`config.mk`:
```
export PLATFORM = sky130hd
export DESIGN_NAME = rect_list_copier
export DESIGN_NICKNAME = d
export VERILOG_FILES = /design/src/rtl/rect_pkg.sv /design/src/rtl/rect_list_copier_cursor.sv /design/src/rtl/rect_list_copier.sv
export SDC_FILE = /design/constraint.sdc
export NUM_CORES = 1
export LEC_CHECK = 0
export BUFFER_PORTS_ARGS = -buffer_cell sky130_fd_sc_hd__buf_2
export CORE_MARGIN = 1
export CORE_UTILIZATION = 61
export DETAILED_ROUTE_END_ITERATION = 8
export PLACE_DENSITY = 0.81
export SYNTH_ARGS = -nofsm -noshare
export SYNTH_HDL_FRONTEND = slang
export SYNTH_SLANG_ARGS = --single-unit
```
`constraint.sdc`:
```
create_clock -name clk -period 4.8 [get_ports clk]
set_input_delay 0.48 -clock clk [delete_from_list [all_inputs] [get_ports clk]]
set_output_delay 0.48 -clock clk [all_outputs]
set_load 0.005 [all_outputs]
```
`src/rtl/rect_pkg.sv`:
```
// Shared constants and types for the rectangle list copier.
package rect_pkg;

    // Record layout in data memory: six 16-bit words per rectangle
    localparam int unsigned WORDS_PER_RECT = 6;
    localparam int unsigned OFF_WIDTH_BITS = 3;
    localparam int unsigned DATA_W         = 16;

    localparam logic [2:0] OFF_FLAGS  = 3'd0;
    localparam logic [2:0] OFF_X      = 3'd1;
    localparam logic [2:0] OFF_Y      = 3'd2;
    localparam logic [2:0] OFF_WIDTH  = 3'd3;
    localparam logic [2:0] OFF_HEIGHT = 3'd4;
    localparam logic [2:0] OFF_COLOR  = 3'd5;

    // Flag word bit positions; remaining bits are ignored
    localparam int unsigned ABS_BIT    = 0;
    localparam int unsigned HIDDEN_BIT = 1;

    // Visible screen area, only consulted when clipping is built in
    localparam int unsigned SCREEN_W = 640;
    localparam int unsigned SCREEN_H = 480;

    // GPU buffer word packing, x in the least significant field
    localparam int unsigned WR_X_LSB    = 0;
    localparam int unsigned WR_Y_LSB    = 16;
    localparam int unsigned WR_W_LSB    = 32;
    localparam int unsigned WR_H_LSB    = 48;
    localparam int unsigned WR_C_LSB    = 64;
    localparam int unsigned WR_DATA_W   = 80;

    typedef struct packed {
        logic [15:0] color;
        logic [15:0] height;
        logic [15:0] width;
        logic [15:0] y;
        logic [15:0] x;
    } rect_word_t;

    typedef enum logic [1:0] {
        IDLE   = 2'd0,
        FETCH  = 2'd1,
        DRAIN  = 2'd2,
        FINISH = 2'd3
    } state_t;

endpackage

```
`src/rtl/rect_list_copier_cursor.sv`:
```
// Running cursor and absolute/relative coordinate resolution.
module rect_cursor_unit #(
    parameter int unsigned COORD_WIDTH = 13
) (
    input  logic                   clk,
    input  logic                   reset_n,
    input  logic                   clear,
    input  logic                   load_x,
    input  logic                   load_y,
    input  logic                   abs_flag,
    input  logic [COORD_WIDTH-1:0] field,
    output logic [COORD_WIDTH-1:0] res_x,
    output logic [COORD_WIDTH-1:0] res_y
);

    logic [COORD_WIDTH-1:0] cur_x;
    logic [COORD_WIDTH-1:0] cur_y;
    logic [COORD_WIDTH-1:0] resolved_c;

    // Resolve the incoming field against the cursor axis being loaded
    always_comb begin
        resolved_c = field;
        if (!abs_flag) begin
            resolved_c = (load_x ? cur_x : cur_y) + field;
        end
    end

    // Absolute records move the cursor even when hidden; relative ones never do
    always_ff @(posedge clk) begin
        if (!reset_n) begin
            cur_x <= '0;
            cur_y <= '0;
            res_x <= '0;
            res_y <= '0;
        end else if (clear) begin
            cur_x <= '0;
            cur_y <= '0;
        end else begin
            if (load_x) begin
                res_x <= resolved_c;
                if (abs_flag) begin
                    cur_x <= field;
                end
            end
            if (load_y) begin
                res_y <= resolved_c;
                if (abs_flag) begin
                    cur_y <= field;
                end
            end
        end
    end

endmodule

```
`src/rtl/rect_list_copier.sv`:
```
// Walks the rectangle list in data memory and writes visible rects, compacted,
// into the GPU rect buffer. Optional macro RECT_CLIP_EN drops rects whose
// resolved origin lies off screen.
module rect_list_copier
    import rect_pkg::*;
#(
    parameter int unsigned COORD_WIDTH = 13,
    parameter int unsigned ADDR_WIDTH  = 13,
    parameter int unsigned RECT_COUNT  = 64,
    parameter int unsigned RECT_ADDR   = 8192 - 6 * 64
) (
    input  logic                            clk,
    input  logic                            reset_n,
    input  logic                            copy_start,
    output logic                            busy,
    output logic                            done,
    output logic                            gpu_reset,
    output logic [ADDR_WIDTH-1:0]           mem_rd_addr,
    input  logic [15:0]                     mem_rd_data,
    output logic                            wr_en,
    output logic [$clog2(RECT_COUNT)-1:0]   wr_index,
    output logic [79:0]                     wr_data,
    output logic [$clog2(RECT_COUNT):0]     rect_count
);

    localparam int unsigned IDX_W   = $clog2(RECT_COUNT);
    localparam int unsigned CNT_W   = IDX_W + 1;
    localparam int unsigned N_WORDS = WORDS_PER_RECT * RECT_COUNT;
    localparam int unsigned RD_W    = $clog2(N_WORDS);

    state_t state;
    state_t state_nxt;

    logic accept_c;
    logic issue_c;
    logic last_issue_c;
    logic finish_c;

    logic [RD_W-1:0]  rd_cnt;
    logic [2:0]       iss_off;
    logic             ret_valid;
    logic [2:0]       ret_off;
    logic             abs_q;
    logic             hid_q;
    logic [COORD_WIDTH-1:0] w_q;
    logic [COORD_WIDTH-1:0] h_q;
    logic [CNT_W-1:0] slot;

    logic [COORD_WIDTH-1:0] field_c;
    logic [COORD_WIDTH-1:0] res_x;
    logic [COORD_WIDTH-1:0] res_y;
    logic       load_x_c;
    logic       load_y_c;
    logic       visible_c;
    logic       commit_c;
    rect_word_t commit_word_c;

    // State register
    always_ff @(posedge clk) begin
        if (!reset_n) begin
            state <= IDLE;
        end else begin
            state <= state_nxt;
        end
    end

    // Next-state logic
    always_comb begin
        state_nxt = state;
        case (state)
            IDLE:    if (copy_start) state_nxt = FETCH;
            FETCH:   if (last_issue_c) state_nxt = DRAIN;
            DRAIN:   state_nxt = FINISH;
            FINISH:  state_nxt = IDLE;
            default: state_nxt = IDLE;
        endcase
    end

    // Per-state control strobes
    always_comb begin
        accept_c     = 1'b0;
        issue_c      = 1'b0;
        finish_c     = 1'b0;
        case (state)
            IDLE:    accept_c = copy_start;
            FETCH:   issue_c  = 1'b1;
            FINISH:  finish_c = 1'b1;
            default: ;
        endcase
        last_issue_c = issue_c && (rd_cnt == RD_W'(N_WORDS - 1));
    end

    // Returned-word decode and commit decision
    always_comb begin
        field_c  = COORD_WIDTH'(mem_rd_data);
        load_x_c = ret_valid && (ret_off == OFF_X);
        load_y_c = ret_valid && (ret_off == OFF_Y);
`ifdef RECT_CLIP_EN
        visible_c = !hid_q && (32'(res_x) < SCREEN_W) && (32'(res_y) < SCREEN_H);
`else
        visible_c = !hid_q;
`endif
        commit_c             = ret_valid && (ret_off == OFF_COLOR) && visible_c;
        commit_word_c.color  = mem_rd_data;
        commit_word_c.height = 16'(h_q);
        commit_word_c.width  = 16'(w_q);
        commit_word_c.y      = 16'(res_y);
        commit_word_c.x      = 16'(res_x);
    end

    rect_cursor_unit #(
        .COORD_WIDTH (COORD_WIDTH)
    ) u_cursor (
        .clk      (clk),
        .reset_n  (reset_n),
        .clear    (accept_c),
        .load_x   (load_x_c),
        .load_y   (load_y_c),
        .abs_flag (abs_q),
        .field    (field_c),
        .res_x    (res_x),
        .res_y    (res_y)
    );

    // Handshake outputs and read-address sequencing
    always_ff @(posedge clk) begin
        if (!reset_n) begin
            busy        <= 1'b0;
            done        <= 1'b0;
            gpu_reset   <= 1'b0;
            mem_rd_addr <= ADDR_WIDTH'(RECT_ADDR);
            rd_cnt      <= '0;
            iss_off     <= '0;
            ret_valid   <= 1'b0;
            ret_off     <= '0;
        end else begin
            gpu_reset <= accept_c;
            done      <= finish_c;
            ret_valid <= issue_c;
            ret_off   <= iss_off;
            if (accept_c) begin
                busy        <= 1'b1;
                mem_rd_addr <= ADDR_WIDTH'(RECT_ADDR);
                rd_cnt      <= '0;
                iss_off     <= '0;
            end else if (issue_c) begin
                rd_cnt      <= rd_cnt + RD_W'(1);
                iss_off     <= (iss_off == 3'(WORDS_PER_RECT - 1)) ? 3'd0 : iss_off + 3'd1;
                mem_rd_addr <= last_issue_c ? ADDR_WIDTH'(RECT_ADDR)
                                            : mem_rd_addr + ADDR_WIDTH'(1);
            end else if (finish_c) begin
                busy <= 1'b0;
            end
        end
    end

    // Field capture, compacted buffer writes and visible-count publication
    always_ff @(posedge clk) begin
        if (!reset_n) begin
            abs_q      <= 1'b0;
            hid_q      <= 1'b0;
            w_q        <= '0;
            h_q        <= '0;
            slot       <= '0;
            wr_en      <= 1'b0;
            wr_index   <= '0;
            wr_data    <= '0;
            rect_count <= '0;
        end else begin
            wr_en <= commit_c;
            if (ret_valid) begin
                case (ret_off)
                    OFF_FLAGS: begin
                        abs_q <= mem_rd_data[ABS_BIT];
                        hid_q <= mem_rd_data[HIDDEN_BIT];
                    end
                    OFF_WIDTH:  w_q <= field_c;
                    OFF_HEIGHT: h_q <= field_c;
                    default: ;
                endcase
            end
            if (accept_c) begin
                slot <= '0;
            end else if (commit_c) begin
                wr_index <= slot[IDX_W-1:0];
                wr_data  <= commit_word_c;
                slot     <= slot + CNT_W'(1);
            end
            if (finish_c) begin
                rect_count <= slot;
            end
        end
    end

endmodule

```
* After elaboration in Yosys (flattened, before gate mapping)
Index checks and enable logic that the tools add are counted.
** Word-level totals
- RAM bits :: 0
- Bits in latches :: 0
- Bits in read-only memories :: 0
- Register bits after elaboration :: 203
- Memories kept :: 0
- Word-level logic and storage cells :: 75
** Operators by class
- Muxes and demuxes :: 13
- Order comparisons :: 0
- Eq/ne operators :: 13
- Divide/modulo/power cells :: 0
- Shift-type cells :: 0
- Bitwise operators :: 2
- Reductions and logical operators :: 20
- Add/subtract/negate cells :: 5
- Multiply operators :: 0
** Operator list (count)
- 13-bit 2-to-1 mux :: 3
- 2-bit AND reduction :: 10
- 13-bit by 1-bit adder with 13-bit output (second input constant) :: 1
- 13-bit adder :: 1
- 9-bit by 1-bit adder with 9-bit output (second input constant) :: 1
- 3-bit == test (second input constant) :: 3
- 9-bit == test (second input constant) :: 1
- 2-bit case mux with 4 select lines :: 1
- 7-bit by 1-bit adder with 7-bit output (second input constant) :: 1
- 3-bit by 2-bit == test with 1-bit output (second input constant) :: 2
- 1-bit 2-to-1 mux :: 6
- 2-bit inequality test (second input constant) :: 3
- 1-bit logical AND :: 5
- 2-bit == test (second input constant) :: 2
- 2-bit 2-to-1 mux :: 2
- 3-bit by 1-bit adder with 3-bit output (second input constant) :: 1
- 3-bit by 1-bit == test with 1-bit output (second input constant) :: 1
- 3-bit logical NOT :: 1
- 3-bit 2-to-1 mux :: 1
- 2-bit by 1-bit == test with 1-bit output (second input constant) :: 1
- 2-bit logical NOT :: 1
- 1-bit inverter :: 2
- 2-bit nonzero test :: 1
- 2-bit OR reduction :: 1
- 1-bit logical NOT :: 1

* Longest topological paths before layout
Gate-level depths: netlist of run 1.
- Word-level depth :: 5
- Gate-level depth with buffers :: 13

* Modules after synthesis
Synthesis of run 1 repeated with hierarchy kept, for this count alone.
** Unflattened totals
- Cell total of the unflattened synthesis :: 1023
- Area total of the unflattened synthesis :: 8415.6 um^2
** Modules (own cells, without submodules)
- rect_list_copier :: area an instance 5679.2 um^2, cells each 685, instances 1
- rect_cursor_unit :: area an instance 2736.4 um^2, cells each 338, instances 1

* Worst setup path before layout of run 1
OpenSTA, ideal clock, no wires.
- Path kind :: register to register
- Start :: reg ret_off[0]
- End :: reg u_cursor.res_x[8]
- Required time :: 4730 ps
- Path slack :: 1670 ps
- Cell stages (with the launch flop) :: 14
- Clock period less this slack :: 3130 ps
- Library setup time :: 70 ps
- Arrival time :: 3060 ps
- Buffers on the path :: 2
- Cells stage by stage :: dfxtp_1 nor4bb_1 buf_2 buf_2 mux2_2 ha_1 inv_1 fa_1 nand2b_1 a21oi_1 o31a_1 or4_1 and3_1 a21oi_1
** Between the ends
- Longest elaborated chain between the ends :: 5
- Elaborated cells between the ends (all ways) :: 6
- Classes of those cells :: 1 x add/sub; 1 x eq/ne; 2 x mux; 2 x reduce/logical
** RTL lines
- from (decl) :: line rect_list_copier.sv:42 : logic [2:0] ret_off;
- from (signal assigned) :: line rect_list_copier.sv:140 : ret_off <= iss_off;
- 3-bit by 1-bit == test with 1-bit output (*) :: line rect_list_copier.sv:96 : load_x_c = ret_valid && (ret_off == OFF_X);
- 1-bit logical AND (*) :: line rect_list_copier.sv:96
- 13-bit 2-to-1 mux :: line rect_list_copier_cursor.sv:24 : resolved_c = (load_x ? cur_x : cur_y) + field;
- 13-bit adder :: line rect_list_copier_cursor.sv:24
- 13-bit 2-to-1 mux :: line rect_list_copier_cursor.sv:23 : if (!abs_flag) begin
- to (signal assigned) :: line rect_list_copier_cursor.sv:40 : res_x <= resolved_c;
- to (decl) :: line rect_list_copier_cursor.sv:12 : output logic [COORD_WIDTH-1:0] res_x,
Mark *: on every way between the ends. The rest lies on a longest branch, timed or not.
A chain may end at the register's enable or synchronous reset.

* Final worst setup path of run 1
- Start :: reg ret_off[0]
- End :: reg u_cursor.res_y[8]
** Between the ends
- Longest elaborated chain between the ends :: 5
- Elaborated cells between the ends (all ways) :: 8
- Classes of those cells :: 1 x add/sub; 2 x eq/ne; 2 x mux; 3 x reduce/logical
** RTL lines
- 3-bit by 1-bit == test with 1-bit output :: line rect_list_copier.sv:96
- 1-bit logical AND :: line rect_list_copier.sv:96
- 13-bit 2-to-1 mux :: line rect_list_copier_cursor.sv:24
- 13-bit adder :: line rect_list_copier_cursor.sv:24
- 13-bit 2-to-1 mux :: line rect_list_copier_cursor.sv:23
- to (signal assigned) :: line rect_list_copier_cursor.sv:46 : res_y <= resolved_c;
- to (decl) :: line rect_list_copier_cursor.sv:13 : output logic [COORD_WIDTH-1:0] res_y
Parallel ways exist; a longest one is shown, timed or not.

==> results.ini, run 1 <==
[outcome]
run_status = completed

[clock_network]
clock_insertion_delay_worst_skew_ns = 0.50
cts_tree = yes
cts.hold.buffers_added = 0
cts_root_buffer = clkbuf_16
post_cts_buffers = 0
clk_pin_slew_ns = 0.06
clk_path_buf_depth = 3
ctsResizeCount = 0
cts-htree-levels = 1
cts_buffers = 21
cts.sinks = 203

[timing]
min_period_ns = 3.37
final_sum_of_negative_setup_slack_ns = 0
setup-violations-final = 0
rsz_0062_raised_after_global_routing = no
final.period_utilization = 0.702
achievable-frequency_ghz = 0.297
worst_clock_skew_ns = 0.0202
setup_slack_ns = 1.43
max_slew.worst_pin.slew_ns = 1.03
report.final.slew_viol_count = 0
hold_viol = 0
slew_headroom = 0.308

[synthesis]
number_of_enable_type_register_cells_in_the_synthesized_netlist = 0
synth_flop_cell = dfxtp_1
synth-seq-area-share = 0.493
synth_most_common_cell = nand2_1
yosys_register_bits = 203
netlist_area_um2 = 8250
synth_top_cell_area_share = 0.493
netlist_instances = 983
synth.avg_cell_area_um2 = 8.39
synth-async-reset-ratio = 0
synthTopCellsByArea = dfxtp_1 49%, nand2_1 12%, a21oi_1 8.6%, nor2_1 3.6%, mux2i_1 3.4%
synthesis.yosys.warnings = 0
post_synthesis_cell_type_with_the_largest_combined_area = dfxtp_1
netlist-cell-type-count = 53
synthTopCellsByCount = 257 x nand2_1, 203 x dfxtp_1, 141 x a21oi_1

[place]
detailedPlace.worstSlack_ns = 1.50
dp_hpwl_um = 12200
port-buffer-count = 116
gp_routability_congestion = 0.961

[finish]
fill_cells = 1018
antennaDiodeCount = 0
post_route_cells_drive_above_1_share = 0.168
multi_input_comb_area_um2 = 3860
flow.area_growth_from_synthesis_pct = 15.6
register_area_um2 = 4060
final_net_count = 1110
final_core_utilization = 0.723

[critical_path]
reg2reg_setup_slack_ns = 1.43
worst_ep_arrival_time_ns = 3.79
path_delay_family = simple AND/OR/NAND/NOR gates
worst_path_largest_cell_delay_ns = 0.47
critical_path.most_common_cell = a21oi_1
startpoint_of_the_worst_register_to_register_path = ret_off[0]
cp_num_buf_inv = 2
crit-reg2reg-capture = u_cursor.res_y[8]
timing.critical_path.depth = 12
timing_endpoint_of_the_critical_path = u_cursor.res_y[8]
crit_path_end_kind = flip-flop
category_of_the_most_critical_setup_path = reg -> reg
timing.critical_path.from_type = flip-flop
reg2reg_depth = 12
cp_slowest_cell = or4_1
worstSetupStartpoint = ret_off[0]
worstPathRequired_ns = 5.22
critical_path_peak_fanout = 17
crit_chain = nor4bb_2 > buf_4 > mux2_2 > ha_1 > inv_1 > fa_1 > nand2b_1 > a21oi_1 > o31a_1 > or4_1 > and3_1 > a21oi_1

[power]
netSwitchingPower_mw = 0.889
power_switching_share = 0.239
power_leakage_nw = 3.91
power.share.clock = 0.440
comb_power_share = 0.086
sequentialPowerShare = 0.474
p_int_mw = 2.82
power.total_mw = 3.71
p_per_area_nw_per_um2 = 389
worst_ir_drop_vdd_v = 0.000220

[route]
drt_drc_violations_left = 0
route.final.wire_length_um = 18800
drt-initial-drc-count = 522
antenna_nets_post_route = 0
drt-pass1-iter-count = 5
routed_vias = 6888
avgRoutedWirePerCell_um = 14.9
vias_per_cell = 5.47

[floorplan]
die_y_um = 118
dieArea_um2 = 14000
core_region_area_um2 = 13200
num_rows = 42
die_w_um = 118
starting_density_of_the_core = 0.625
boundaryPins = 129

[flow_run]
maxCapViolations = 0

[global_routing]
grt_max_degree = 75
grt_util_all_layers = 0.266
grt_pass1_vias = 6318
grt_antenna_before_repair = 0
global_route.overflow_total = 0
grt_first_pass_wirelength_um = 30800

[min_path]
timing.hold.worst.class = in -> reg

[registers in the layout, indices dropped and copies added (netlist names), 9 cells and up]
name            count
wr_data            68
h_q                13
mem_rd_addr        13
u_cursor.cur_x     13
u_cursor.cur_y     13
u_cursor.res_x     13
u_cursor.res_y     13
w_q                13
rd_cnt              9
[kinds of logic after synthesis]
family / after synthesis / share of synthesized area
AOI/OAI and AO/OA: 199 / 0.136
adders and majority gates: 22 / 0.0343
muxes: 42 / 0.0535
xor gates and xnor gates: 33 / 0.0350
and+or+nand+nor: 399 / 0.202
other: 1 / 0.000455
DFF: 203 / 0.493
buffers and inverters: 84 / 0.0460
[worst reg2reg max path: stages (launching register included)]
cell      delay, ns
dfxtp_1        0.44
nor4bb_2       0.33
buf_4          0.28
mux2_2         0.38
ha_1           0.20
inv_1          0.08
fa_1           0.22
nand2b_1       0.14
a21oi_1        0.11
o31a_1         0.32
or4_1          0.47
and3_1         0.19
a21oi_1        0.13
[metrics by stage]
stage	hold WS, ns	cells	area [um^2]
5_1_grt	0.232	1260	9530
2_1_floorplan	0.429	994	8290
3_5_place_dp	0.443	1222	8820
4_1_cts	0.228	1260	9530
3_3_place_gp	0.438	1222	8820
6_report	0.226	1260	9530
[cell type report]
class	count	area share
Timing Repair Buffer	122	0.0656
Clock inverter	9	0.0106
Clock buffer	29	0.0635
Sequential cell	203	0.426
Inverter	14	0.00564
Multi-Input combinational cell	707	0.405
Tap cell	176	0.0231
[placed cells by master (no fill, tap or decap), drive strengths merged, types with 10 or more instances in the layout]
master,netlist,routed
and2,10,10
nand3,13,13
conb,1,12
xor2,21,21
nand2,257,257
nor2,79,79
clkbuf,41,29
dfxtp,203,203
xnor2,12,12
mux2i,28,28
inv,14,14
a211oi,12,12
o21ai,19,19
a21oi,141,141
ha,21,21
mux2,14,14
buf,29,122
[power by group through the flow]
stage                     logic, mW  registers, mW  clock network, mW
after CTS                     0.316           1.76               1.65
after detailed placement      0.314           1.80                  0
final                         0.318           1.76               1.63
after global routing          0.352           1.77               1.72
after floorplan               0.241           1.78                  0
after global placement        0.309           1.79                  0
[layer usage]
metal / track usage / vias up / share of wire
met2: 0.419 / 218 / 0.45
met4: 0.0897 / 0 / 0.025
met3: 0.0357 / 34 / 0.058
li1: - / 3439 / -
met5: 0 / - / 0
met1: 0.376 / 3197 / 0.47
[worst min path at each step]
stage / start / to / slack, ns / depth (start not counted)
global placement: h_q[7] / wr_data[55] / 0.44 / 2
detailed placement: wr_data[33] / wr_data[33] / 0.44 / 2
global route: mem_rd_data[14] / wr_data[78] / 0.23 / 3
floorplan: u_cursor.res_x[12] / wr_data[12] / 0.43 / 2
CTS: mem_rd_data[15] / wr_data[79] / 0.23 / 3
finish: mem_rd_data[15] / wr_data[79] / 0.23 / 3
No activity file was read; power rests on OpenSTA's default activity.
==> run 2: changes to the inputs <==
--- a/config.mk
+++ b/config.mk
@@ -5,11 +5,12 @@
 export SDC_FILE = /design/constraint.sdc
 export NUM_CORES = 1
 export LEC_CHECK = 0
+export ABC_AREA = 1
 export BUFFER_PORTS_ARGS = -buffer_cell sky130_fd_sc_hd__buf_2
 export CORE_MARGIN = 1
-export CORE_UTILIZATION = 61
+export CORE_UTILIZATION = 51
 export DETAILED_ROUTE_END_ITERATION = 8
-export PLACE_DENSITY = 0.81
+export PLACE_DENSITY = 0.71
 export SYNTH_ARGS = -nofsm -noshare
 export SYNTH_HDL_FRONTEND = slang
 export SYNTH_SLANG_ARGS = --single-unit
==> constraint.sdc (replaced) <==
create_clock -name clk -period 2.89 [get_ports clk]
set_input_delay 0.289 -clock clk [delete_from_list [all_inputs] [get_ports clk]]
set_output_delay 0.289 -clock clk [all_outputs]
set_load 0.005 [all_outputs]
==> run 2 against run 1 <==
Net effect: flip-flop and latch count unchanged; hold slack got worse by 0.16 ns; via count increased by 15%; clock power increased by 69%; clock-buffer cell count decreased by 1; largest power group unchanged; highest routed layer unchanged.
==> results.ini, run 2 <==
[critical_path]
timing.critical_path.depth = 16  ; was 12
crit_chain = inv_1 > nor2_2 > nand2_2 > o21ai_0 > ha_1 > inv_1 > fa_1 > inv_1 > nand3_1 > nand2_2 > a21oi_1 > or2_2 > nand3_1 > nand3_1 > nand2_1 > inv_1  ; was nor4bb_2 > buf_4 > mux2_2 > ha_1 > inv_1 > fa_1 > nand2b_1 > a21oi_1 > o31a_1 > or4_1 > and3_1 > a21oi_1
worst_ep_arrival_time_ns = 3.06  ; was 3.79 ns
path_delay_family = simple AND/OR/NAND/NOR gates  ; unchanged
cp_slowest_cell = fa_1  ; was or4_1
timing_endpoint_of_the_critical_path = u_cursor.res_x[8]  ; was u_cursor.res_y[8]
category_of_the_most_critical_setup_path = reg -> reg  ; unchanged
critical_path.most_common_cell = inv_1  ; was a21oi_1
crit_path_end_kind = flip-flop  ; unchanged
cp_num_buf_inv = 4  ; was 2
startpoint_of_the_worst_register_to_register_path = ret_off[0]  ; unchanged
timing.critical_path.from_type = flip-flop  ; unchanged
reg2reg_setup_slack_ns = 0.23  ; was 1.43 ns
worstSetupStartpoint = ret_off[0]  ; unchanged
worst_path_largest_cell_delay_ns = 0.40  ; was 0.47 ns
worstPathRequired_ns = 3.29  ; was 5.22 ns
critical_path_peak_fanout = 8  ; was 17
reg2reg_depth = 16  ; was 12
crit-reg2reg-capture = u_cursor.res_x[8]  ; was u_cursor.res_y[8]

[synthesis]
synth_most_common_cell = nand2_1  ; unchanged
post_synthesis_share_of_cell_area_spent_on_and_or_nand_and_nor_gates = 0.235  ; was 0.202
yosys_register_bits = 203  ; unchanged
synth_flop_cell = dfxtp_1  ; unchanged
synthTopCellsByCount = 238 x nand2_1, 203 x dfxtp_1, 155 x a21oi_1  ; was 257 x nand2_1, 203 x dfxtp_1, 141 x a21oi_1
synth_compound_area_frac = 0.164  ; was 0.136
synth.avg_cell_area_um2 = 7.41  ; was 8.39 um^2
post_synthesis_cell_type_with_the_largest_combined_area = dfxtp_1  ; unchanged
number_of_enable_type_register_cells_in_the_synthesized_netlist = 0  ; unchanged
netlist-cell-type-count = 38  ; was 53
synth-seq-area-share = 0.465  ; was 0.493
netlist_instances = 1180  ; was 983
synth-async-reset-ratio = 0  ; unchanged
synth_adder_area_share = 0.0323  ; was 0.0343
synthTopCellsByArea = dfxtp_1 46%, nand2_1 10%, a21oi_1 8.9%, nand3_1 8.0%, inv_1 5.2%  ; was dfxtp_1 49%, nand2_1 12%, a21oi_1 8.6%, nor2_1 3.6%, mux2i_1 3.4%
netlist_area_um2 = 8750  ; was 8250 um^2
largest_family_of_logic_cells_by_synthesized_area = simple AND/OR/NAND/NOR gates  ; unchanged
synth.area.mux_share = 0  ; was 0.0535
synth-xor-area-share = 0.00601  ; was 0.0350
synth_top_cell_area_share = 0.465  ; was 0.493
synthesis.yosys.warnings = 0  ; unchanged

[power]
sequentialPowerShare = 0.453  ; was 0.474
p_per_area_nw_per_um2 = 643  ; was 389 nW/um^2
power_leakage_nw = 4.29  ; was 3.91 nW
comb_power_share = 0.124  ; was 0.086
p_int_mw = 4.77  ; was 2.82 mW
netSwitchingPower_mw = 1.75  ; was 0.889 mW
worst_ir_drop_vdd_v = 0.000476  ; was 0.000220 V
power.total_mw = 6.52  ; was 3.71 mW
power.share.clock = 0.423  ; was 0.440
power_switching_share = 0.268  ; was 0.239

[finish]
antennaDiodeCount = 0  ; unchanged
register_area_um2 = 4070  ; was 4060 um^2
final_common_cell = nand2_1  ; unchanged
final-instance-count-excl-fill = 1504  ; was 1,260
fill_cells = 1573  ; was 1,018
largest_register_by_flop_count = wr_data  ; unchanged
layout.cells.most_common_list = 235 x nand2_1, 202 x dfxtp_1, 155 x a21oi_1  ; was 256 x nand2_1, 203 x dfxtp_1, 141 x a21oi_1
flow.area_growth_from_synthesis_pct = 15.9  ; was 15.6%
number_of_flip_flops_under_the_largest_register_name = 68  ; unchanged
post_route_cells_drive_above_1_share = 0.147  ; was 0.168
multi_input_comb_area_um2 = 3880  ; was 3860 um^2
final_net_count = 1311  ; was 1,110

[timing]
report.final.slew_viol_count = 0  ; unchanged
min_period_ns = 2.66  ; was 3.37 ns
slew_headroom = 0.426  ; was 0.308
final.period_utilization = 0.920  ; was 0.702
final_sum_of_negative_setup_slack_ns = 0  ; unchanged
setup-violations-final = 0  ; unchanged
max_slew.worst_pin.slew_ns = 0.858  ; was 1.03 ns
rsz_0062_raised_after_global_routing = no  ; unchanged
achievable-frequency_ghz = 0.376  ; was 0.297 GHz
setup_slack_ns = 0.232  ; was 1.43 ns
worst_clock_skew_ns = 0.00838  ; was 0.0202 ns
hold_viol = 0  ; unchanged
fin_worst_hold_slack_ns = 0.0614  ; was 0.226 ns

[place]
post_placement_cell_count = 1467  ; was 1,222
detailedPlace.worstSlack_ns = 0.149  ; was 1.50 ns
dp_hpwl_um = 14900  ; was 12,200 um
gp_routability_congestion = 0.935  ; was 0.961
port-buffer-count = 116  ; unchanged

[global_routing]
grt_antenna_before_repair = 0  ; unchanged
grt_first_pass_wirelength_um = 35700  ; was 30,800 um
global_route.overflow_total = 0  ; unchanged
grt_max_degree = 75  ; unchanged
grt_util_all_layers = 0.248  ; was 0.266
grt_pass1_vias = 7214  ; was 6,318

[min_path]
timing.hold.worst.class = in -> reg  ; unchanged

[floorplan]
num_rows = 47  ; was 42
die_w_um = 133  ; was 118 um
die_y_um = 133  ; was 118 um
dieArea_um2 = 17700  ; was 14,000 um^2
boundaryPins = 129  ; unchanged
core_region_area_um2 = 16600  ; was 13,200 um^2
starting_density_of_the_core = 0.526  ; was 0.625

[clock_network]
clk_pin_slew_ns = 0.06  ; about the same
cts_buffers = 21  ; unchanged
cts.sinks = 203  ; unchanged
cts.hold.buffers_added = 0  ; unchanged
cts-htree-levels = 1  ; unchanged
clk_path_buf_depth = 3  ; unchanged
post_cts_buffers = 0  ; unchanged
cts_root_buffer = clkbuf_16  ; unchanged
cts_tree = yes  ; unchanged
clock_insertion_delay_worst_skew_ns = 0.50  ; about the same

[route]
drt-pass1-iter-count = 5  ; unchanged
vias_per_cell = 5.25  ; was 5.47
antenna_nets_post_route = 0  ; unchanged
drt_drc_violations_left = 0  ; unchanged
drt-initial-drc-count = 491  ; was 522
avgRoutedWirePerCell_um = 14.6  ; was 14.9 um
routed_vias = 7893  ; was 6,888
route.final.wire_length_um = 21900  ; was 18,800 um

[flow_run]
maxCapViolations = 0  ; unchanged

[outcome]
run_status = completed  ; unchanged

-- run 2: worst min path at each step --
stage / start / end / slack [ns] / cells past startpoint
after global placement: iss_off[2] / ret_off[2] / 0.41 / 2
final: mem_rd_data[13] / wr_data[77] / 0.06 / 3
after global routing: mem_rd_data[15] / wr_data[79] / 0.08 / 3
after floorplan: iss_off[2] / ret_off[2] / 0.41 / 2
after detailed placement: iss_off[2] / ret_off[2] / 0.42 / 2
after CTS: mem_rd_data[13] / wr_data[77] / 0.05 / 3
-- run 2: repair_timing --
action | CTS | global route
endpoints found under the hold margin | 0 | 0
resized for setup | 0 | 4
endpoints found under the setup margin | 0 | 7
-- run 2: per-stage QoR --
| stage | util | instance area, um^2 |
|---|---|---|
| after floorplan | - | 8790 |
| after detailed placement | 0.566 | 9420 |
| after global placement | 0.566 | 9420 |
| after CTS | 0.609 | 10100 |
| final | 0.609 | 10100 |
| after global routing | 0.609 | 10100 |
-- run 2: worst min-delay path: stages --
cell and delay [ns]:
buf_2 0.10, nand3_1 0.07, a21oi_1 0.06
-- run 2: cell type report --
cell class,count,area share
Clock inverter,9,0.0100
Sequential cell,203,0.401
Clock buffer,28,0.0604
Tap cell,220,0.0272
Timing Repair Buffer,134,0.0718
Inverter,125,0.0463
Multi-Input combinational cell,785,0.383
-- run 2: layer usage --
| layer | up-vias | track usage | wire length, um |
|---|---|---|---|
| li1 | 4034 | - | - |
| met1 | 3613 | 0.318 | 9700 |
| met2 | 207 | 0.419 | 10400 |
| met3 | 39 | 0.0421 | 1210 |
| met4 | 0 | 0.0881 | 593 |
| met5 | - | 0 | 0 |
-- run 2: kinds of logic after synthesis --
family | count (synthesis)
other | 1
AND/OR/NAND/NOR | 472
AO/OA/AOI/OAI | 273
XOR/XNOR | 6
buffers and inverters | 203
adder cells (fa/ha/maj) | 22
flip-flops | 203
-- run 2: power by group through the flow --
stage / Combinational, mW / Sequential, mW / Clock [mW]
detailed placement: 0.809 / 3.01 / 0
finish: 0.807 / 2.96 / 2.76
global placement: 0.798 / 3.01 / 0
global route: 0.900 / 2.97 / 2.94
floorplan: 0.560 / 2.99 / 0
CTS: 0.811 / 2.96 / 2.81
==> run 3: changes to the inputs <==
--- a/config.mk
+++ b/config.mk
@@ -8,9 +8,9 @@
 export ABC_AREA = 1
 export BUFFER_PORTS_ARGS = -buffer_cell sky130_fd_sc_hd__buf_2
 export CORE_MARGIN = 1
-export CORE_UTILIZATION = 51
+export CORE_UTILIZATION = 38
 export DETAILED_ROUTE_END_ITERATION = 8
-export PLACE_DENSITY = 0.71
+export PLACE_DENSITY = 0.55
 export SYNTH_ARGS = -nofsm -noshare
 export SYNTH_HDL_FRONTEND = slang
 export SYNTH_SLANG_ARGS = --single-unit
==> run 3 against run 2 <==
Net effect: worst setup slack improved by 0.057 ns; final cell count rose by 4.7%; via count fell by 2.2%; clock-buffer cell count rose by 6; die area rose by 34%; register-to-register slack improved by 0.06 ns; wire length rose by 5.8%.
==> results.ini, run 3 (synthesis gave the netlist of run 2 again) <==
[clock_network]
cts_root_buffer = clkbuf_16  ; unchanged
clk_pin_slew_ns = 0.06  ; about the same
clock_insertion_delay_worst_skew_ns = 0.51  ; was 0.50 ns
post_cts_buffers = 0  ; unchanged
cts.hold.buffers_added = 0  ; unchanged
ctsResizeCount = 0  ; unchanged
cts_buffers = 23  ; was 21
cts_tree = yes  ; unchanged
cts.sinks = 203  ; unchanged
cts-htree-levels = 1  ; unchanged
clk_path_buf_depth = 3  ; unchanged

[global_routing]
grt_pass1_vias = 7171  ; was 7,214
grt_util_all_layers = 0.199  ; was 0.248
grt_first_pass_wirelength_um = 38000  ; was 35,700 um
grt_antenna_before_repair = 0  ; unchanged
grt_max_degree = 69  ; was 75
global_route.overflow_total = 0  ; unchanged

[floorplan]
core_region_area_um2 = 22600  ; was 16,600 um^2
dieArea_um2 = 23600  ; was 17,700 um^2
starting_density_of_the_core = 0.386  ; was 0.526
boundaryPins = 129  ; unchanged
die_y_um = 154  ; was 133 um
num_rows = 55  ; was 47
die_w_um = 154  ; was 133 um

[timing]
worst_clock_skew_ns = 0.0124  ; was 0.00838 ns
achievable-frequency_ghz = 0.384  ; was 0.376 GHz
final_sum_of_negative_setup_slack_ns = 0  ; unchanged
fin_worst_hold_slack_ns = 0.0607  ; was 0.0614 ns
hold_viol = 0  ; unchanged
final.period_utilization = 0.900  ; was 0.920
setup-violations-final = 0  ; unchanged
min_period_ns = 2.60  ; was 2.66 ns
slew_headroom = 0.435  ; was 0.426
max_slew.worst_pin.slew_ns = 0.845  ; was 0.858 ns
rsz_0062_raised_after_global_routing = no  ; unchanged
setup_slack_ns = 0.289  ; was 0.232 ns
report.final.slew_viol_count = 0  ; unchanged

[place]
port-buffer-count = 116  ; unchanged
dp_hpwl_um = 15900  ; was 14,900 um
detailedPlace.worstSlack_ns = 0.178  ; was 0.149 ns
gp_routability_congestion = 0.914  ; was 0.935

[critical_path]
crit-reg2reg-capture = u_cursor.res_y[8]  ; was u_cursor.res_x[8]
crit_chain = inv_1 > nor2_2 > nand2_2 > buf_4 > nand2_1 > o21ai_1 > ha_2 > inv_1 > fa_1 > inv_1 > nand3_1 > nand2_2 > a21oi_1 > or2_2 > nand3_1 > nand3_1 > nand2_1 > inv_1  ; was inv_1 > nor2_2 > nand2_2 > o21ai_0 > ha_1 > inv_1 > fa_1 > inv_1 > nand3_1 > nand2_2 > a21oi_1 > or2_2 > nand3_1 > nand3_1 > nand2_1 > inv_1
worstSetupStartpoint = ret_valid  ; was ret_off[0]
path_delay_family = simple AND/OR/NAND/NOR gates  ; unchanged
worst_path_largest_cell_delay_ns = 0.39  ; was 0.40 ns
worstPathRequired_ns = 3.29  ; about the same
timing_endpoint_of_the_critical_path = u_cursor.res_y[8]  ; was u_cursor.res_x[8]
timing.critical_path.depth = 18  ; was 16
reg2reg_setup_slack_ns = 0.29  ; was 0.23 ns
crit_path_end_kind = flip-flop  ; unchanged
worst_ep_arrival_time_ns = 3.00  ; was 3.06 ns
startpoint_of_the_worst_register_to_register_path = ret_valid  ; was ret_off[0]
timing.critical_path.from_type = flip-flop  ; unchanged
cp_num_buf_inv = 5  ; was 4
critical_path.most_common_cell = inv_1  ; unchanged
category_of_the_most_critical_setup_path = reg -> reg  ; unchanged
cp_slowest_cell = fa_1  ; unchanged
critical_path_peak_fanout = 10  ; was 8
reg2reg_depth = 18  ; was 16

[route]
antenna_nets_post_route = 0  ; unchanged
drt-pass1-iter-count = 4  ; was 5
avgRoutedWirePerCell_um = 14.7  ; was 14.6 um
vias_per_cell = 4.90  ; was 5.25
drt_drc_violations_left = 0  ; unchanged
routed_vias = 7721  ; was 7,893
route.final.wire_length_um = 23200  ; was 21,900 um
drt-initial-drc-count = 382  ; was 491

[power]
p_per_area_nw_per_um2 = 654  ; was 643 nW/um^2
power_leakage_nw = 4.32  ; was 4.29 nW
power.total_mw = 6.73  ; was 6.52 mW
worst_ir_drop_vdd_v = 0.000435  ; was 0.000476 V

[finish]
flow.area_growth_from_synthesis_pct = 17.6  ; was 15.9%
post_route_cells_drive_above_1_share = 0.149  ; was 0.147
number_of_flip_flops_under_the_largest_register_name = 68  ; unchanged
layout.cells.most_common_list = 235 x nand2_1, 202 x dfxtp_1, 155 x a21oi_1  ; unchanged
final_net_count = 1316  ; was 1,311
largest_register_by_flop_count = wr_data  ; unchanged
antennaDiodeCount = 0  ; unchanged
final_core_utilization = 0.454  ; was 0.609
final_common_cell = nand2_1  ; unchanged

[flow_run]
maxCapViolations = 0  ; unchanged

[outcome]
run_status = completed  ; unchanged

[min_path]
timing.hold.worst.class = in -> reg  ; unchanged

## run 3: changes by cell type in the layout (fill, tap and decap cells not counted), sizes merged
cell	change
clkinvlp	-1
clkbuf	+6
inv	-1
buf	+3
clkinv	-1
## run 3: metrics by stage
step,area [um^2],instances
2_1_floorplan,8790,1191
3_3_place_gp,9520,1535
3_5_place_dp,9520,1535
4_1_cts,10300,1575
5_1_grt,10300,1575
6_report,10300,1575
## run 3: area by class of cell
class / instances / area [um^2]
Fill cell: 2377 / 12400
Sequential cell: 203 / 4070
Multi-Input combinational cell: 785 / 3890
Timing Repair Buffer: 137 / 751
Clock buffer: 34 / 677
Inverter: 125 / 469
Tap cell: 285 / 357
Clock inverter: 6 / 80.1
## run 3: tightest hold or removal path: cells and delay by family
family                 cells  cell delay [ns]
AND/OR/NAND/NOR            1             0.07
buffers and inverters      1             0.10
AO/OA/AOI/OAI              1             0.06
## run 3: worst min path at each step
stage / startpoint / endpoint / slack [ns] / cells after the start
floorplan: iss_off[2] / ret_off[2] / 0.41 / 2
global placement: iss_off[2] / ret_off[2] / 0.42 / 2
detailed placement: iss_off[2] / ret_off[2] / 0.42 / 2
CTS: mem_rd_data[14] / wr_data[78] / 0.05 / 3
global route: mem_rd_data[14] / wr_data[78] / 0.07 / 3
finish: mem_rd_data[14] / wr_data[78] / 0.06 / 3
## run 3: report_power, final
group          switching [mW]  internal, mW
clock network            1.14          1.79
registers              0.0590          2.88
logic                   0.612         0.240
total                    1.81          4.91
## run 3: routing by layer
layer	track usage	up-vias	wire, um
li1	-	4047	-
met3	0.0352	36	1070
met5	0	-	0
met1	0.266	3489	11100
met4	0.0533	0	506
met2	0.328	149	10500
